$ cat config.mk
export PLATFORM = sky130hd
export DESIGN_NAME = ghost_dir_arbiter
export DESIGN_NICKNAME = d
export VERILOG_FILES = /design/src/rtl/pacman_pkg.sv /design/src/rtl/lfsr8_step.sv /design/src/rtl/ghost_dir_arbiter.sv
export SDC_FILE = /design/constraint.sdc
export NUM_CORES = 1
export LEC_CHECK = 0
export BUFFER_PORTS_ARGS = -buffer_cell sky130_fd_sc_hd__buf_2
export CAP_MARGIN = 20
export CORE_MARGIN = 1.5
export CORE_UTILIZATION = 33
export DETAILED_ROUTE_END_ITERATION = 7
export GPL_TIMING_DRIVEN = 1
export REMOVE_ABC_BUFFERS = 1
export SLEW_MARGIN = 10
export SYNTH_ARGS = -nofsm -noshare
export SYNTH_HDL_FRONTEND = slang
export SYNTH_SLANG_ARGS = --single-unit
$ cat constraint.sdc
create_clock -name Clk -period 2.1 [get_ports Clk]
set_clock_uncertainty 0.2 [all_clocks]
set_input_delay 0.21 -clock Clk [delete_from_list [all_inputs] [get_ports Clk]]
set_output_delay 0.21 -clock Clk [all_outputs]
set_load 0.05 [all_outputs]
$ cat src/rtl/pacman_pkg.sv
// Shared types and constants for the ghost direction arbiter: keycodes,
// ghost indices, FSM states, LFSR taps and small helpers.
package pacman_pkg;

    localparam logic [7:0] DIR_L    = 8'h04;
    localparam logic [7:0] DIR_R    = 8'h07;
    localparam logic [7:0] DIR_T    = 8'h1A;
    localparam logic [7:0] DIR_B    = 8'h16;
    localparam logic [7:0] DIR_NONE = 8'h00;

    // Feedback taps on bits 7,5,4,3.
    localparam logic [7:0] LFSR_TAPS = 8'hB8;

    typedef enum logic [1:0] {
        GHOST_RED    = 2'd0,
        GHOST_ORANGE = 2'd1,
        GHOST_BLUE   = 2'd2
    } ghost_e;

    typedef enum logic [1:0] {
        ST_IDLE,
        ST_EVAL,
        ST_GRANT
    } state_e;

    function automatic logic [7:0] idx_to_dir(input logic [1:0] idx);
        logic [7:0] d;
        case (idx)
            2'd0:    d = DIR_L;
            2'd1:    d = DIR_R;
            2'd2:    d = DIR_T;
            default: d = DIR_B;
        endcase
        return d;
    endfunction

    function automatic logic [1:0] dir_to_idx(input logic [7:0] d);
        logic [1:0] idx;
        case (d)
            DIR_R:   idx = 2'd1;
            DIR_T:   idx = 2'd2;
            DIR_B:   idx = 2'd3;
            default: idx = 2'd0;
        endcase
        return idx;
    endfunction

    function automatic ghost_e next_ghost(input ghost_e g);
        ghost_e n;
        case (g)
            GHOST_RED:    n = GHOST_ORANGE;
            GHOST_ORANGE: n = GHOST_BLUE;
            default:      n = GHOST_RED;
        endcase
        return n;
    endfunction

    // First requesting ghost at or after ptr, wrapping red->orange->blue.
    function automatic ghost_e rr_pick(input logic [2:0] req, input ghost_e ptr);
        ghost_e g0;
        ghost_e g1;
        ghost_e g2;
        ghost_e pick;
        g0 = ptr;
        g1 = next_ghost(g0);
        g2 = next_ghost(g1);
        if (req[g0])      pick = g0;
        else if (req[g1]) pick = g1;
        else              pick = g2;
        return pick;
    endfunction

endpackage

$ cat src/rtl/lfsr8_step.sv
// 8-bit Fibonacci LFSR that advances only when step is high.
module lfsr8_step
    import pacman_pkg::*;
#(
    parameter logic [7:0] SEED = 8'hA5
) (
    input  logic       Clk,
    input  logic       Reset,
    input  logic       step,
    output logic [7:0] value
);

    logic [7:0] r_value;

    always_ff @(posedge Clk) begin
        if (Reset)
            r_value <= SEED;
        else if (step)
            r_value <= {r_value[6:0], ^(r_value & LFSR_TAPS)};
    end

    assign value = r_value;

endmodule

$ cat src/rtl/ghost_dir_arbiter.sv
// Round-robin arbiter handing each ghost a random open direction from a shared LFSR.
// Optional macro GHOST_DIR_NO_REVERSE_EN forbids reversing the last granted direction.
module ghost_dir_arbiter
    import pacman_pkg::*;
#(
    parameter logic [7:0] SEED = 8'hA5
) (
    input  logic       Clk,
    input  logic       Reset,
    input  logic [2:0] req,
    input  logic [3:0] mask_r,
    input  logic [3:0] mask_o,
    input  logic [3:0] mask_b,
    output logic [2:0] gnt,
    output logic [7:0] dir,
    output logic       busy
);

    state_e     r_state;
    ghost_e     r_sel;
    ghost_e     r_rr_ptr;
    logic [3:0] r_mask;
    logic [1:0] r_cand;
    logic [2:0] r_tries;
    logic [2:0] r_gnt;
    logic [7:0] r_dir;
    logic       r_busy;

    logic [7:0] w_lfsr;
    logic       w_step;
    ghost_e     w_sel;
    logic [3:0] w_mask_sel;
    logic       w_blocked;
    logic [7:0] w_fallback_dir;
    logic       w_unused_lfsr;

    assign w_step        = (r_state == ST_GRANT);
    assign w_unused_lfsr = ^w_lfsr[7:2];

    lfsr8_step #(
        .SEED (SEED)
    ) u_lfsr (
        .Clk   (Clk),
        .Reset (Reset),
        .step  (w_step),
        .value (w_lfsr)
    );

    assign w_sel = rr_pick(req, r_rr_ptr);

    always_comb begin
        w_mask_sel = mask_r;
        case (w_sel)
            GHOST_ORANGE: w_mask_sel = mask_o;
            GHOST_BLUE:   w_mask_sel = mask_b;
            default:      w_mask_sel = mask_r;
        endcase
    end

`ifdef GHOST_DIR_NO_REVERSE_EN
    logic [7:0] r_last_r;
    logic [7:0] r_last_o;
    logic [7:0] r_last_b;
    logic [7:0] w_last_sel;
    logic       w_rev_valid;
    logic [1:0] w_rev_idx;

    always_comb begin
        w_last_sel = r_last_r;
        case (r_sel)
            GHOST_ORANGE: w_last_sel = r_last_o;
            GHOST_BLUE:   w_last_sel = r_last_b;
            default:      w_last_sel = r_last_r;
        endcase
    end

    // Reverse pairs are L/R and T/B, i.e. candidate index with bit 0 flipped.
    assign w_rev_valid    = (w_last_sel != DIR_NONE);
    assign w_rev_idx      = dir_to_idx(w_last_sel) ^ 2'b01;
    assign w_blocked      = r_mask[r_cand] | (w_rev_valid && (r_cand == w_rev_idx));
    assign w_fallback_dir = (w_rev_valid && !r_mask[w_rev_idx]) ? idx_to_dir(w_rev_idx) : DIR_NONE;

    always_ff @(posedge Clk) begin
        if (Reset) begin
            r_last_r <= DIR_NONE;
            r_last_o <= DIR_NONE;
            r_last_b <= DIR_NONE;
        end else if (r_state == ST_GRANT && r_dir != DIR_NONE) begin
            case (r_sel)
                GHOST_ORANGE: r_last_o <= r_dir;
                GHOST_BLUE:   r_last_b <= r_dir;
                default:      r_last_r <= r_dir;
            endcase
        end
    end
`else
    assign w_blocked      = r_mask[r_cand];
    assign w_fallback_dir = DIR_NONE;
`endif

    always_ff @(posedge Clk) begin
        if (Reset) begin
            r_state  <= ST_IDLE;
            r_sel    <= GHOST_RED;
            r_rr_ptr <= GHOST_RED;
            r_mask   <= '0;
            r_cand   <= '0;
            r_tries  <= '0;
            r_gnt    <= '0;
            r_dir    <= DIR_NONE;
            r_busy   <= 1'b0;
        end else begin
            case (r_state)
                ST_IDLE: begin
                    r_gnt <= '0;
                    r_dir <= DIR_NONE;
                    if (|req) begin
                        r_sel   <= w_sel;
                        r_mask  <= w_mask_sel;
                        r_cand  <= w_lfsr[1:0];
                        r_tries <= '0;
                        r_busy  <= 1'b1;
                        r_state <= ST_EVAL;
                    end
                end
                ST_EVAL: begin
                    // tries==4 only after every candidate was seen blocked.
                    if (r_tries == 3'd4) begin
                        r_dir   <= w_fallback_dir;
                        r_gnt   <= 3'b001 << r_sel;
                        r_state <= ST_GRANT;
                    end else if (!w_blocked) begin
                        r_dir   <= idx_to_dir(r_cand);
                        r_gnt   <= 3'b001 << r_sel;
                        r_state <= ST_GRANT;
                    end else begin
                        r_cand  <= r_cand + 2'd1;
                        r_tries <= r_tries + 3'd1;
                    end
                end
                ST_GRANT: begin
                    r_gnt    <= '0;
                    r_dir    <= DIR_NONE;
                    r_rr_ptr <= next_ghost(r_sel);
                    r_busy   <= 1'b0;
                    r_state  <= ST_IDLE;
                end
                default: begin
                    r_gnt   <= '0;
                    r_dir   <= DIR_NONE;
                    r_busy  <= 1'b0;
                    r_state <= ST_IDLE;
                end
            endcase
        end
    end

    // Reset during GRANT must suppress the pulse already sitting in the register.
    assign gnt  = Reset ? 3'b000   : r_gnt;
    assign dir  = Reset ? DIR_NONE : r_dir;
    assign busy = r_busy;

endmodule

==> results.yml, run 1 <==
critical_path:
  cp_max_fo: 8
  critPathCaptureType: "flop"
  cp-start-kind: "flop"
  required_ns: 2.13
  worstSetupPathType: "reg -> reg"
  cp.arrival_ns: 1.90
grt:
  grt_max_degree: 24
  grt_pass1_vias: 1172
  grt_pass1_wl_mm: 5.237
  grt_use_total_pct: 13.25
  grt_overflow_total: 0
  antenna_found_initial: 0
finish:
  antenna_cells: 0
  nNetsFinal: 247
  final_util_pct: 41.36
  num-fill-cells: 463
  layout-drive-gt1-share_pct: 19.82
  area_delta_synth_final_pct: 17.10
logic_synthesis:
  synth_cell_type_count: 33
  synth_top_area_cell: "dfxtp_1"
  yosysSeqAreaShare_pct: 40.54
  ys_warn_count: 0
  synth_common_cells: "38 x nand2_1, 32 x dfxtp_1, 25 x a21oi_1"
  mappedNetlistArea_um2: 1580
  postSynthAreaPerCell_um2: 8.188
  synth_seq_cells: 32
  synthTopCellsByArea: "dfxtp_1 41%, nand2_1 9.0%, a21oi_1 7.9%"
  synth-edff-count: 0
  postSynthCellCount: 193
  yosysMostFrequentCell: "nand2_1"
  async_reset_ff_share_pct: 0
  synth_top_area_share_pct: 40.54
  synthFlopType: "dfxtp_1"
timing:
  finalSetupViolations: 0
  period_needed_ns: 1.868
  setup_tns_ns: 0
  rsz0062_at_grt: "false"
  max_freq_ghz: 0.5353
  slew_headroom_pct: 62.27
  min_period_over_period_pct: 88.96
  hold_viol: 0
  worstMarginPinSlew_ns: 0.5629
  slew_violations: 0
drt:
  via_count: 1318
  drt_iter0_markers: 61
  firstDrtPassIters: 4
  ant_nets: 0
  drt-total-wl_mm: 3.131
  drc: 0
  viasPerCell: 4.810
  wl_per_cell_um: 11.43
status:
  status: "finished, final reports clean"
placed_design:
  io_buffer_count: 25
  hpwl_mm: 2.165
  gp_congestion: 0.7269
cts:
  holdBufCountCts: 0
  cts.clk_slew.worst_paths_ns: 0.07
  cts_tree: "built"
  numCtsBuffers: 5
  clk_latency_ns: 0.29
  htreeDepth: 2
  clockBufferDepth: 2
  cts_sinks: 32
  clockRootBuffer: "clkbuf_8"
pwr:
  power_density_nw_per_um2: 837.3
  max-vdd-ir-drop_v: 0.0003994
  p_leak_nw: 0.7759
die:
  die_x_um: 72.20
  io_pins: 29
  rows: 24
  initial_utilization_pct: 35.32
  core_area_um2: 4474
  dieArea_um2: 5213
  die_h_um: 72.20
job:
  drv_cap: 0
worst_hold_path:
  min_path_type: "in -> reg"
[area by class of cell]
| cell class | instances | area [µm²] | area share, % |
|---|---|---|---|
| Inverter | 7 | 26.28 | 1.420 |
| Tap cell | 52 | 65.06 | 3.516 |
| Clock buffer | 6 | 82.58 | 4.462 |
| Timing Repair Buffer | 29 | 155.1 | 8.384 |
| Clock inverter | 2 | 10.01 | 0.5409 |
| Multi-Input combinational cell | 146 | 869.6 | 46.99 |
| Sequential cell | 32 | 641.9 | 34.69 |
[placed cells by master, fill, tap and decap left out, drive strengths merged, types with 7 or more instances in the layout]
master | Yosys | routed
a21oi | 25 | 25
buf | 5 | 29
dfxtp | 32 | 32
ha | 9 | 9
inv | 7 | 7
nand2 | 38 | 38
nor2 | 13 | 13
nor2b | 11 | 11
[through the flow]
step                instance area, µm²  power [mW]  hold slack, ns  setup slack (ns)  std cells
global route                      1851       1.645         0.09796           0.05808        274
floorplan                         1536      0.9651         0.07907            0.2318        185
finish                            1851       1.550         0.07385            0.2319        274
global placement                  1757       1.064          0.2445            0.2475        266
detailed placement                1757       1.069          0.2426            0.1730        266
CTS                               1849       1.563         0.07860            0.1576        274
[layer usage]
metal  part of all wire [%]  track usage, %  vias up
met5                      0               0        -
met4                   0.89           5.031        0
met3                    4.4           5.833        4
met2                     44           19.96       21
met1                     51           16.75      592
li1                       -               -      701
[worst max-delay path, stage by stage, from the launching register on]
cell,delay (ns)
dfxtp_2,0.38
nor3_1,0.07
a21oi_1,0.11
o32a_1,0.22
inv_1,0.06
ha_1,0.36
o21ai_0,0.21
nand2_1,0.08
a21oi_1,0.13
[timing repair]
action | CTS | global route
setup endpoints to repair | 0 | 1
resized for setup | 0 | 1
setup buffers | 0 | 0
[sequential cells by signal, indices dropped and copies added, names as in the netlist]
register and flops:
r_gnt 3, busy 1, u_lfsr.value 8, r_dir 5
r_cand 2, r_rr_ptr 2, r_state 2, r_tries 3
r_mask 4, r_sel 2
[power breakdown]
| group | switching [mW] | internal (mW) | leakage [nW] |
|---|---|---|---|
| logic | 0.217 | 0.139 | 0.463 |
| clock network | 0.233 | 0.261 | 0.0510 |
| registers | 0.0399 | 0.660 | 0.262 |
| total | 0.490 | 1.06 | 0.776 |
[final timing paths]
| kind | from | depth (start not counted) | slack [ns] | endpoint |
|---|---|---|---|---|
| hold / removal | mask_r[2] | 5 | 0.07 | r_mask[2] |
| setup reg to reg | r_rr_ptr[1] | 8 | 0.23 | r_mask[3] |
| setup / recovery | r_rr_ptr[1] | 8 | 0.23 | r_mask[3] |
| hold reg to reg | u_lfsr.value[6] | 2 | 0.25 | u_lfsr.value[6] |
[cell families (layout without fill, tap and decap cells)]
family | after synthesis | count (layout) | share of synthesized area [%]
xor+xnor | 4 | 4 | 2.217
other cells | 1 | 3 | 0.2373
simple gates | 86 | 86 | 26.52
flops | 32 | 32 | 40.54
compound gates | 41 | 41 | 15.76
fa+ha+maj | 9 | 9 | 7.126
buf+inv | 17 | 44 | 4.909
mux | 3 | 3 | 2.692
No activity file was read; power rests on OpenSTA's default activity.
==> run 2, diff against run 1 <==
--- a/config.mk
+++ b/config.mk
@@ -9,6 +9,7 @@
 export CAP_MARGIN = 20
 export CORE_MARGIN = 1.5
 export CORE_UTILIZATION = 33
+export CTS_BUF_LIST = sky130_fd_sc_hd__clkbuf_16
 export DETAILED_ROUTE_END_ITERATION = 7
 export GPL_TIMING_DRIVEN = 1
 export REMOVE_ABC_BUFFERS = 1
==> run 2 against run 1 <==
  * Cell area grew 2.5%
  * Combinational power barely moved
  * Cell count stayed put
  * Power grew 12%
  * Fmax hardly changed
  * Critical path depth unchanged
  * Routed wire length shrank 1.9%
  * Highest routed layer unchanged
==> results.yml, run 2 (same netlist as run 1, synthesis figures left out) <==
die:
  core_area_um2: 4474
  initial_utilization_pct: 35.32
  rows: 24
  die_h_um: 72.20
  die_x_um: 72.20
  dieArea_um2: 5213
  io_pins: 29
worst_hold_path:
  min_from: "mask_r[2]"
  min_path_type: "in -> reg"
  hold_depth: 5
status:
  status: "finished, final reports clean"
pwr:
  p_total_mw: 1.737
  max-vdd-ir-drop_v: 0.0004539
  power_density_nw_per_um2: 915.6
  p_leak_nw: 0.7960
timing:
  period_needed_ns: 1.868
  rsz0062_at_grt: "false"
  max_freq_ghz: 0.5353
  finalSetupViolations: 0
  fin_ws_ns: 0.2318
  whs_ns: 0.09032
  slew_headroom_pct: 62.31
  hold_viol: 0
  slew_violations: 0
  worstMarginPinSlew_ns: 0.5624
  setup_tns_ns: 0
  min_period_over_period_pct: 88.96
finish:
  layout-drive-gt1-share_pct: 19.37
  mostFrequentLayoutCells: "38 x nand2_1, 31 x dfxtp_1, 25 x a21oi_1, 25 x buf_2, 13 x nor2_1"
  num-fill-cells: 458
  final_common_cell: "nand2_1"
  final_cells: 274
  antenna_cells: 0
  largest_reg_flops: 8
  area_delta_synth_final_pct: 20.03
  nNetsFinal: 247
critical_path:
  reg2regPathDepth: 8
  path_cells: "nor3_1 -> a21oi_1 -> o32a_1 -> inv_1 -> ha_1 -> o21ai_0 -> nand2_1 -> a21oi_1"
  slowest_delay_ns: 0.37
  cp-start-kind: "flop"
  critPathCaptureType: "flop"
  r2r-start: "r_rr_ptr[1]"
  cp_slowest_cell: "dfxtp_2"
  crit_path_frequent_cell: "a21oi_1"
  worstSetupPathType: "reg -> reg"
  required_ns: 2.11
  worstSetupStartpoint: "r_rr_ptr[1]"
  cp_max_fo: 8
  cp.arrival_ns: 1.88
placed_design:
  hpwl_mm: 2.165
  io_buffer_count: 25
  place_inst: 266
  place_ws_ns: 0.1730
  gp_congestion: 0.7269
grt:
  grt_max_degree: 24
  antenna_found_initial: 0
  grt_overflow_total: 0
  grt_pass1_vias: 1161
  grt_pass1_wl_mm: 5.154
  grt_use_total_pct: 13.05
cts:
  holdBufCountCts: 0
  cts-resized-gates: 0
  cts_tree: "built"
  numCtsBuffers: 5
  htreeDepth: 2
  cts.clk_slew.worst_paths_ns: 0.05
  clk_latency_ns: 0.28
  cts_sinks: 32
  clockBufferDepth: 2
  postCtsSetupBuffers: 0
  clockRootBuffer: "clkbuf_16"
job:
  drv_cap: 0
drt:
  drt_iter0_markers: 63
  firstDrtPassIters: 4
  drc: 0
  wl_per_cell_um: 11.20
  viasPerCell: 4.807
  via_count: 1317
  drt-total-wl_mm: 3.070
  ant_nets: 0
run 2: cell count changes in the layout (fill, tap and decap cells not counted), sizes merged:
cell    delta
clkbuf     -1
clkinv     +1
run 2: area by class of cell:
cell class | count | area (µm²) | area share (%)
timing repair buffer | 29 | 155.1 | 8.179
tap | 52 | 65.06 | 3.430
clock inverter | 3 | 13.76 | 0.7256
inverter | 7 | 26.28 | 1.385
clock buffer | 5 | 125.1 | 6.596
multi-input combinational | 146 | 869.6 | 45.84
sequential | 32 | 641.9 | 33.84
run 2: final timing paths:
path	slack (ns)	end
worst min-delay path	0.09	r_mask[2]
worst max-delay path	0.23	r_mask[3]
worst max register to register	0.23	r_mask[3]
worst min register to register	0.25	u_lfsr.value[6]
run 2: report_power, final:
| group | internal (mW) | total (mW) | switching, mW |
|---|---|---|---|
| Combinational | 0.139 | 0.354 | 0.215 |
| Clock | 0.429 | 0.682 | 0.253 |
| Sequential | 0.661 | 0.701 | 0.0399 |
run 2: per-layer routing:
| layer | wire [µm] | track usage (%) | up-vias | part of all wire, % |
|---|---|---|---|---|
| met1 | 1586 | 16.58 | 591 | 52 |
| li1 | - | - | 701 | - |
| met3 | 103 | 3.750 | 6 | 3.4 |
| met2 | 1309 | 19.14 | 19 | 43 |
| met4 | 71 | 8.805 | 0 | 2.3 |
| met5 | 0 | 0 | - | 0 |
run 2: worst max-delay path, delay by kind of cell, from the launching register on:
kind / cells / cell delay [ns]
simple gates: 2 / 0.15
buf+inv: 1 / 0.06
compound gates: 4 / 0.66
flops: 1 / 0.37
fa+ha+maj: 1 / 0.36
run 2: through the flow:
step	cell area [µm²]	util, %
floorplan	1536	-
global placement	1757	39.26
detailed placement	1757	39.26
CTS	1896	42.37
global route	1897	42.39
finish	1897	42.39
